===== config.mk =====
export PLATFORM = sky130hd
export DESIGN_NAME = divider_control
export DESIGN_NICKNAME = d
export VERILOG_FILES = /design/src/rtl/divider_pkg.sv /design/src/rtl/divider_iter_counter.sv /design/src/rtl/divider_control.sv
export SDC_FILE = /design/constraint.sdc
export NUM_CORES = 1
export LEC_CHECK = 0
export ABC_AREA = 1
export CORE_AREA = 5 5 42 44
export CTS_CLUSTER_DIAMETER = 30
export DETAILED_ROUTE_END_ITERATION = 8
export DIE_AREA = 0 0 47 49
export GPL_ROUTABILITY_DRIVEN = 0
export SKIP_CTS_REPAIR_TIMING = 1
export SLEW_MARGIN = 40
export SYNTH_ARGS = -nofsm -noshare
export SYNTH_HDL_FRONTEND = slang
export SYNTH_HIERARCHICAL = 1
export SYNTH_SLANG_ARGS = --single-unit

===== constraint.sdc =====
create_clock -name clk -period 1.37 [get_ports clk]
set_input_delay 0.2055 -clock clk [delete_from_list [all_inputs] [get_ports clk]]
set_output_delay 0.2055 -clock clk [all_outputs]
set_load 0.005 [all_outputs]

===== src/rtl/divider_pkg.sv =====
// ============================================================================
// divider_pkg : shared types and constants for the restoring-divider control
// Revision    : 1.0
// ============================================================================
`default_nettype none

package divider_pkg;

  localparam int ITER  = 8;
  localparam int CNT_W = 3;

  localparam logic [1:0] SEL_LOAD = 2'b10;
  localparam logic [1:0] SEL_ALU  = 2'b01;
  localparam logic [1:0] SEL_HOLD = 2'b11;

  typedef enum logic [2:0] {
    ST_IDLE   = 3'd0,
    ST_LOAD   = 3'd1,
    ST_SUB    = 3'd2,
    ST_UPDATE = 3'd3,
    ST_DONE   = 3'd4
  } state_t;

endpackage

`default_nettype wire


===== src/rtl/divider_iter_counter.sv =====
// ============================================================================
// divider_iter_counter : 3-bit iteration counter with clear, increment, last
// Revision             : 1.0
// ============================================================================
`default_nettype none

module divider_iter_counter
  import divider_pkg::*;
(
  input  logic clk,
  input  logic rst_n,
  input  logic clr_i,
  input  logic inc_i,
  output logic last_o
);

  logic [CNT_W-1:0] count_q;
  logic [CNT_W-1:0] count_d;

  // Increment past ITER-1 wraps naturally to zero.
  always_comb begin
    count_d = count_q;
    if (clr_i) begin
      count_d = '0;
    end else if (inc_i) begin
      count_d = count_q + CNT_W'(1);
    end
  end

  always_ff @(posedge clk or negedge rst_n) begin
    if (!rst_n) begin
      count_q <= '0;
    end else begin
      count_q <= count_d;
    end
  end

  assign last_o = (count_q == CNT_W'(ITER - 1));

endmodule

`default_nettype wire


===== src/rtl/divider_control.sv =====
// ============================================================================
// divider_control : sequencing FSM for the 8-bit by 7-bit restoring divider
//                   Optional macro DIVZERO_DETECT_EN enables divide-by-zero flag
// Revision        : 1.0
// ============================================================================
`default_nettype none

module divider_control
  import divider_pkg::*;
(
  input  logic       clk,
  input  logic       reset,
  input  logic       start,
  input  logic       sign,
  input  logic [6:0] divisorin,
  output logic       load,
  output logic       add,
  output logic       shift,
  output logic       inbit,
  output logic [1:0] sel,
  output logic       busy,
  output logic       done,
  output logic       err
);

  state_t state_q;
  state_t state_d;
  logic   sign_q;
  logic   sign_d;
  logic   last;
  logic   div_zero;

  divider_iter_counter u_iter_counter (
    .clk    (clk),
    .rst_n  (reset),
    .clr_i  (state_q == ST_LOAD),
    .inc_i  (state_q == ST_UPDATE),
    .last_o (last)
  );

`ifdef DIVZERO_DETECT_EN
  logic err_q;
  logic err_d;

  assign div_zero = (divisorin == 7'd0);
  // Flag lives only for the DONE cycle reached directly from IDLE.
  assign err_d    = (state_q == ST_IDLE) && start && div_zero;

  always_ff @(posedge clk or negedge reset) begin
    if (!reset) begin
      err_q <= 1'b0;
    end else begin
      err_q <= err_d;
    end
  end

  assign err = err_q;
`else
  logic unused_divisorin;

  assign unused_divisorin = ^divisorin;
  assign div_zero         = 1'b0;
  assign err              = 1'b0;
`endif

  always_ff @(posedge clk or negedge reset) begin
    if (!reset) begin
      state_q <= ST_IDLE;
      sign_q  <= 1'b0;
    end else begin
      state_q <= state_d;
      sign_q  <= sign_d;
    end
  end

  always_comb begin
    state_d = state_q;
    sign_d  = sign_q;
    case (state_q)
      ST_IDLE: begin
        if (start) begin
          state_d = div_zero ? ST_DONE : ST_LOAD;
        end
      end
      ST_LOAD:   state_d = ST_SUB;
      ST_SUB: begin
        sign_d  = sign;
        state_d = ST_UPDATE;
      end
      ST_UPDATE: state_d = last ? ST_DONE : ST_SUB;
      ST_DONE:   state_d = ST_IDLE;
      default:   state_d = ST_IDLE;
    endcase
  end

  always_comb begin
    load  = 1'b0;
    add   = 1'b0;
    shift = 1'b0;
    inbit = 1'b0;
    sel   = SEL_HOLD;
    busy  = 1'b0;
    done  = 1'b0;
    case (state_q)
      ST_LOAD: begin
        load  = 1'b1;
        sel   = SEL_LOAD;
        shift = 1'b1;
        busy  = 1'b1;
      end
      ST_SUB: begin
        sel  = SEL_ALU;
        busy = 1'b1;
      end
      ST_UPDATE: begin
        busy  = 1'b1;
        shift = 1'b1;
        // Negative trial difference: add the divisor back, quotient bit 0.
        if (sign_q) begin
          sel = SEL_ALU;
          add = 1'b1;
        end else begin
          sel   = SEL_HOLD;
          inbit = 1'b1;
        end
      end
      ST_DONE:  done = 1'b1;
      default: ;
    endcase
  end

endmodule

`default_nettype wire


---- Yosys cells after proc, flatten, opt, wreduce, memory -nomap -nowiden ----
Cells that the tools add are included.
storage, ports and cells
  output and inout bits ................... 9
  word-level logic and storage cells ...... 29
  input port bits ......................... 11
  register bits ........................... 7
cells by class
  eq/ne operators ......................... 6
  $add $sub $neg .......................... 1
  reductions and logical operators ........ 4
  multiplexer cells ....................... 15
operator list
  cell                                                                   number
  3-bit two-way mux                                                      4
  3-bit case mux with 4 select lines                                     1
  1-bit two-way mux                                                      8
  3-bit by 2-bit equality test with 1-bit output, second input constant  2
  3-bit equality test, second input constant                             2
  2-bit case mux with 3 select lines                                     1
  3-bit by 1-bit adder with 3-bit output, second input constant          1
  3-bit by 1-bit equality test with 1-bit output, second input constant  1
  3-bit logical NOT                                                      1
  3-bit OR reduction                                                     1
  2-bit two-way mux                                                      1
  2-bit != test, second input constant                                   1
  2-bit nonzero test                                                     1
  2-bit OR reduction                                                     1

---- Logic depth before layout (Yosys ltp) ----
Gate-level depths: netlist (run 1).
  depth after elaboration ................. 3
  depth in mapped cells ................... 7
  mapped depth without buffers ............ 7

---- Cells and area by module ----
Netlist (run 1), hierarchy kept.
by module, submodules not included
  module                sequential area each (um^2)  times used  area an instance (um^2)  cells an instance
  divider_control       100.1                        1           244.0                    33
  divider_iter_counter  75.1                         1           151.4                    17

---- Least setup slack after synthesis (run 1) ----
OpenSTA, ideal clock, no wires.
  path kind ............................... register to register
  start point ............................. reg state_q[0]
  end point ............................... reg u_iter_counter.count_q[0]
  path buffers ............................ 0
  stages on the path, launching flop included .. 8
  period minus slack after synthesis ...... 1.060 ns
  setup slack ............................. 0.310 ns
  arrival ................................. 0.943 ns
  cells stage by stage .................... dfrtp_1 inv_2 nor2_2 nand2_1 inv_1 inv_1 nand3_1 nand2_1
between the ends
  longest elaborated chain between the ends .. 2
  elaborated cells on any way between the ends .. 4
  those cells by class .................... eq/ne (2); mux (1); reduce/logical (1)
ends and longest elaborated chain
  what                                                                                                              line                                          source
  start: declaration                                                                                                divider_control.sv:26                         state_t state_q;
  start signal: assignment                                                                                          divider_control.sv:71                         state_q <= state_d;
  3-bit by 1-bit equality test with 1-bit output or 3-bit by 2-bit equality test with 1-bit output (tied branches)  divider_control.sv:36, divider_control.sv:37
  3-bit two-way mux or 2-bit nonzero test (tied branches)                                                           --
  end signal: assignment                                                                                            divider_iter_counter.sv:34                    count_q <= count_d;
  end: declaration                                                                                                  divider_iter_counter.sv:17                    logic [CNT_W-1:0] count_q;
Several ways; a longest one is shown, not always the timed one.
A chain may end at the register's enable or synchronous reset.

---- Worst setup path after layout (run 1) ----
  start point ............................. reg state_q[1]
  end point ............................... out done
between the ends
  longest elaborated chain between the ends .. 2
ends and longest elaborated chain
  what                 line                    source
  3-bit equality test  divider_control.sv:104  case (state_q)
  1-bit two-way mux    divider_control.sv:104
  end: declaration     divider_control.sv:22   output logic done,
Every way passes these cells.

==> metrics, run 1 <==
status finished, violations left; failing checks negative setup slack; Net Sw Frac 0.387; Routed WL 759 um; DRT Pass-1 Iters 2; top-area cell type share of the netlist area 0.443; DIE WIDTH 47 um; Initial Util 0.282; Area Overhead vs Synth 50.3%; Worst-Skew Late Latency 240 ps; Slowest-stage cell, CP clkdlybuf4s50_1; peak supply drop about 0.00088 V; Seq/Total Area, Yosys 0.443; diodes inserted 0; Period minus WS final 1590 ps; clock tree buffer depth 2; share of cells above drive strength 1 0.380; clk_skew 4.96 ps; Finished Layout Cells 87; number of global-route vias before repair 294; setup tns final -217 ps; Fill cells around 160; CP peak stage delay 520 ps; routed vias/inst 4.00; endpoint class of the critical path output pin; Syn Inst Count 50; Final Setup Violations 1; multiplexer share of the synthesized area 0; flop and latch count out of synthesis 7; Tcrit/Tclk final 1.16; complex-gate fraction of the synthesized area 0.0316; largest family of logic cells by synthesized area simple AND/OR/NAND/NOR gates; # IOs 20; Post-DRT Antenna Nets 0; Num CTS Buffers 3; Finished Core Util 0.424; Cell variety after synth 17; top fanout value on the critical path 6; Pint 0.000818 W; largest net degree at the start of global routing 8; RSZ-0062 raised after global routing yes; Synth top cells by count nand2_1 (9), inv_1 (8), dfrtp_1 (7); CTS tree done; Die H 49 um; initial antenna violation count 0; sequential power share 0.299; die area 2300 um^2; Max-Cap Viols 0; Vias 348; Final Worst Setup Slack -217 ps; total congestion overflow 0; worst-path cell chain nor3_1 > clkdlybuf4s50_1; Clk pin slew, worst setup/hold paths about 50 ps; initial DRC count 3; FFs w/ async S/R, synth 1.00; Nets 85; row count 14; WL/cell just under 9 um; total track usage 0.0709; syn_nets 63; Yosys warnings 6; HPWL after DPL 589 um; CP Data Arrival Time about 1400 ps; drt drc 0; final number of hold-violating endpoints 0; clock root buffer master clkbuf_4; pwr dens 2250 nW/um^2; Clock Sinks 7; Post-Place Cells 81; P_sw 0.000517 W; first-pass GRT wire length between 1000 and 1500 um; most frequent cell after synthesis nand2_1; post-synthesis adder-cell area fraction 0.0633; Max Transition Viols Final 0; xor-xnor portion of the synthesized cell area 0; Pleak 0.319 nW; Mapped Area ~400 um^2; H-tree levels 1; HP Class in -> async; critical path class reg -> out; Worst Setup Start Kind flop; WP data required 1160 ps; Clock Power Share 0.134; Synth Area in Simple Gates 0.310; EDFF count, synth 0; Synth Flop Type dfrtp_1; # port buffers 11; Highest Clock Rate ~630 MHz; Syn Area/Cell 7.91 um^2; most area-consuming cells after synthesis dfrtp_1 (44%), nand2_1 (8.5%), inv_1 (7.6%); Comb power frac 0.567; CORE AREA between 1000 and 1500 um^2; top cell type by total area after synthesis dfrtp_1
==> power groups by stage <==
stage,clock (W),combinational (W),sequential (W)
2_1_floorplan,0,0.000437,0.000364
3_3_place_gp,0,0.000772,0.000393
3_5_place_dp,0,0.000778,0.000395
4_1_cts,0.000188,0.000782,0.000392
5_1_grt,0.000201,0.000868,0.000411
6_report,0.000179,0.000758,0.000399
==> worst paths after layout <==
kind / to / cells after the start / from / slack (ps)
setup reg to reg: u_iter_counter/count_q[0] / 8 / state_q[0] / 210
hold / removal: u_iter_counter/count_q[1] / 1 / reset / 220
min in group clk: u_iter_counter/count_q[2] / 2 / u_iter_counter/count_q[2] / 480
hold reg to reg: u_iter_counter/count_q[2] / 2 / u_iter_counter/count_q[2] / 480
max in group asynchronous: state_q[1] / 1 / reset / 880
setup / recovery: done / 2 / state_q[1] / -220
==> layer usage <==
metal,track usage,share of wire,vias up
li1,-,-,194
met2,0.0950,0.46,9
met1,0.0876,0.45,145
met3,0.0258,0.090,0
met5,0,0,-
met4,0.0553,0,0
==> cell families after synthesis <==
family / Yosys count
AOI/OAI and AO/OA: 2
adders and majority gates: 2
buffers and inverters: 12
DFF: 7
other: 1
and+or+nand+nor: 26
==> flip-flops by register name, summed over array words and instances (netlist names) <==
name	flops
state_q	3
u_iter_counter/count_q	3
sign_q	1
==> cell type report <==
cell class                 instances  area [um^2]  share of cell area
multi-input combinational         31          171               0.288
tap                               16         20.0              0.0337
clock buffer                       4         26.3              0.0442
inverter                          10         37.5              0.0632
timing repair buffer              19          161               0.272
sequential                         7          178               0.299
==> critical path, delay by kind of cell, from the launching register on <==
kind | cells | cell delay, ps
simple gates | 1 | 190
flops | 1 | 440
buf+inv | 1 | 520
==> per-stage QoR <==
step	hold slack, ps	worst slack [ps]	total power [W]	cell area [um^2]
after floorplan	-90.1	310	0.000801	395
after global placement	462	-86.8	0.00117	552
after detailed placement	471	-118	0.00117	552
after CTS	224	-395	0.00136	578
after global routing	226	-319	0.00148	594
final	220	-217	0.00134	594
==> cells in the final DEF (no fill, tap or decap) <==
master / netlist / routed
o21ai_1: 0 / 1
inv_2: 2 / 3
nor2_4: 1 / 1
nand2_2: 1 / 2
nand3_1: 4 / 4
dfrtp_1: 7 / 5
buf_4: 1 / 7
o211ai_1: 1 / 1
buf_2: 0 / 2
dlymetal6s2s_1: 0 / 3
conb_1: 1 / 1
nand2_1: 9 / 8
inv_1: 8 / 7
nor2_2: 2 / 4
nor2_1: 6 / 4
nand4_1: 1 / 1
clkbuf_4: 0 / 3
clkbuf_1: 0 / 1
buf_6: 1 / 1
dfrtp_2: 0 / 2
clkdlybuf4s50_1: 0 / 4
nor3_1: 2 / 2
clkbuf_2: 0 / 2
ha_1: 2 / 2
(Power assumes the default switching activity.)
==> inputs of run 2 (changes only) <==
Settings changed: CORE_AREA 5 5 42 44 to 2 2 39 41, CTS_CLUSTER_SIZE from default to 24, DIE_AREA 0 0 47 49 to 0 0 41 43.
==> run 2 against run 1 <==
The flow now finishes without violations. Combinational power up 11%. Sequential power about the same. Maximum frequency up 19%. Cell count up 4.6%. Sequential share of layout area down 1.6 points. Hold slack worse by 7.9 ps. Critical path type unchanged. Largest cell class is now buffers.
==> metrics, run 2 (synthesized netlist as in run 1, its figures left out) <==
CP Data Arrival Time 1130 ps (-250 ps); Vias 378 (+8.6%); CTS tree done; clock root buffer master clkbuf_4; clk_skew 6.48 ps (+1.52 ps); setup tns final 0 ps (+217 ps); Die H 43 um (-12%); commonest cells after routing, fill and taps aside buf_4 (12), nand2_1 (9), inv_1 (6), nor2_1 (6), dlymetal6s2s_1 (6); HP Class in -> async; Initial Util 0.286 (+0.00357); DIE WIDTH 41 um (-13%); peak supply drop 0.000792 V (-10%); CORE AREA 1380 um^2 (-1.2%); Tcrit/Tclk final 0.973 (-0.186); # port buffers 11 (unchanged); top fanout value on the critical path 3 (-3); Highest Clock Rate 750 MHz (+19%); Largest regs state_q x3, u_iter_counter/count_q x3, sign_q x1; Final Worst Setup Slack 36.9 ps (+254 ps); Final Setup Violations 0 (-1); Worst Setup Start Kind flop; Clock Sinks 7 (unchanged); HPWL after DPL 639 um (+8.4%); DRT Pass-1 Iters 2 (unchanged); RSZ-0062 raised after global routing yes; Num CTS Buffers 3 (unchanged); clock tree buffer depth 2 (unchanged); commonest non-fill, non-tap cell in the layout buf_4; largest net degree at the start of global routing 8 (unchanged); Clk pin slew, worst setup/hold paths 60 ps (about the same); Max-Cap Viols 0 (unchanged); initial antenna violation count 0 (unchanged); Overall Power 0.00143 W (+6.8%); # IOs 20 (unchanged); initial DRC count 3 (unchanged); Post-DRT Antenna Nets 0 (unchanged); pwr dens 2260 nW/um^2 (+0.50%); diodes inserted 0 (unchanged); Fill cells 147 (-7.0%); WP data required 1160 ps (about the same); final number of hold-violating endpoints 0 (unchanged); total congestion overflow 0 (unchanged); Worst-Skew Late Latency 250 ps (about the same); Place WS -83.4 ps (+34.8 ps); total track usage 0.129 (+0.0578); Finished Core Util 0.457 (+0.0325); routed vias/inst 4.15 (+3.8%); Pleak 0.393 nW (+23%); Period minus WS final 1330 ps (-254 ps); H-tree levels 1 (unchanged); drt drc 0 (unchanged); status finished, final reports clean; Nets 89 (+4.7%); die area 1760 um^2 (-23%); number of global-route vias before repair 397 (+35%); first-pass GRT wire length 1500 um (+30%); WL/cell 9.30 um (+6.6%); row count 14 (unchanged); reg2reg setup slack 220 ps (about the same); endpoint class of the critical path output pin; Routed WL 846 um (+11%); Max Transition Viols Final 0 (unchanged); share of cells above drive strength 1 0.373 (-0.00695); critical path class reg -> out; Area Overhead vs Synth 59.8%
==> run 2: routing by layer <==
metal  up-vias  wire (um)  GRT usage  share of wire
li1        205          -          -              -
met2         9        429      0.219           0.51
met5         -          0          0              0
met4         0          0     0.0800              0
met3         0         53     0.0314          0.063
met1       164        363      0.129           0.43
==> run 2: final timing paths <==
path                                           start                         to  depth (start not counted)
setup reg to reg                          state_q[1]  u_iter_counter/count_q[0]                          7
setup / recovery                          state_q[2]                      inbit                          5
hold / removal                                 reset  u_iter_counter/count_q[0]                          1
min in group clk           u_iter_counter/count_q[2]  u_iter_counter/count_q[2]                          2
max in group asynchronous                      reset                 state_q[0]                          1
hold reg to reg            u_iter_counter/count_q[2]  u_iter_counter/count_q[2]                          2
==> run 2: critical path: stages (launching register included) <==
cell            delay, ps
dfrtp_2               420
buf_4                 150
nor2_4                 80
inv_2                  50
nor2_1                 70
dlymetal6s2s_1        120
==> run 2: report_power, final <==
| group | switching (W) | internal, W |
|---|---|---|
| combinational | 0.000362 | 0.000482 |
| sequential | 0.0000897 | 0.000307 |
| clock | 0.0000744 | 0.000111 |
==> run 2: area by class of cell <==
| cell class | instances | area, um^2 | area share |
|---|---|---|---|
| Multi-Input combinational cell | 31 | 164 | 0.259 |
| Sequential cell | 7 | 179 | 0.283 |
| Inverter | 10 | 37.5 | 0.0594 |
| Clock buffer | 4 | 26.3 | 0.0416 |
| Timing Repair Buffer | 23 | 205 | 0.325 |
| Tap cell | 16 | 20.0 | 0.0317 |
==> run 2: metrics by stage <==
stage	std cells	hold slack (ps)	instance area (um^2)
finish	91	212	632
global route	91	245	632
CTS	88	216	601
detailed placement	84	469	574
global placement	84	458	574
floorplan	50	-90.1	395
==> inputs of run 3 (changes only) <==
Settings changed: GPL_ROUTABILITY_DRIVEN 0 to default.
==> results of run 3 <==
No change in the layout: final DEF, timing and power equal those of run 2.
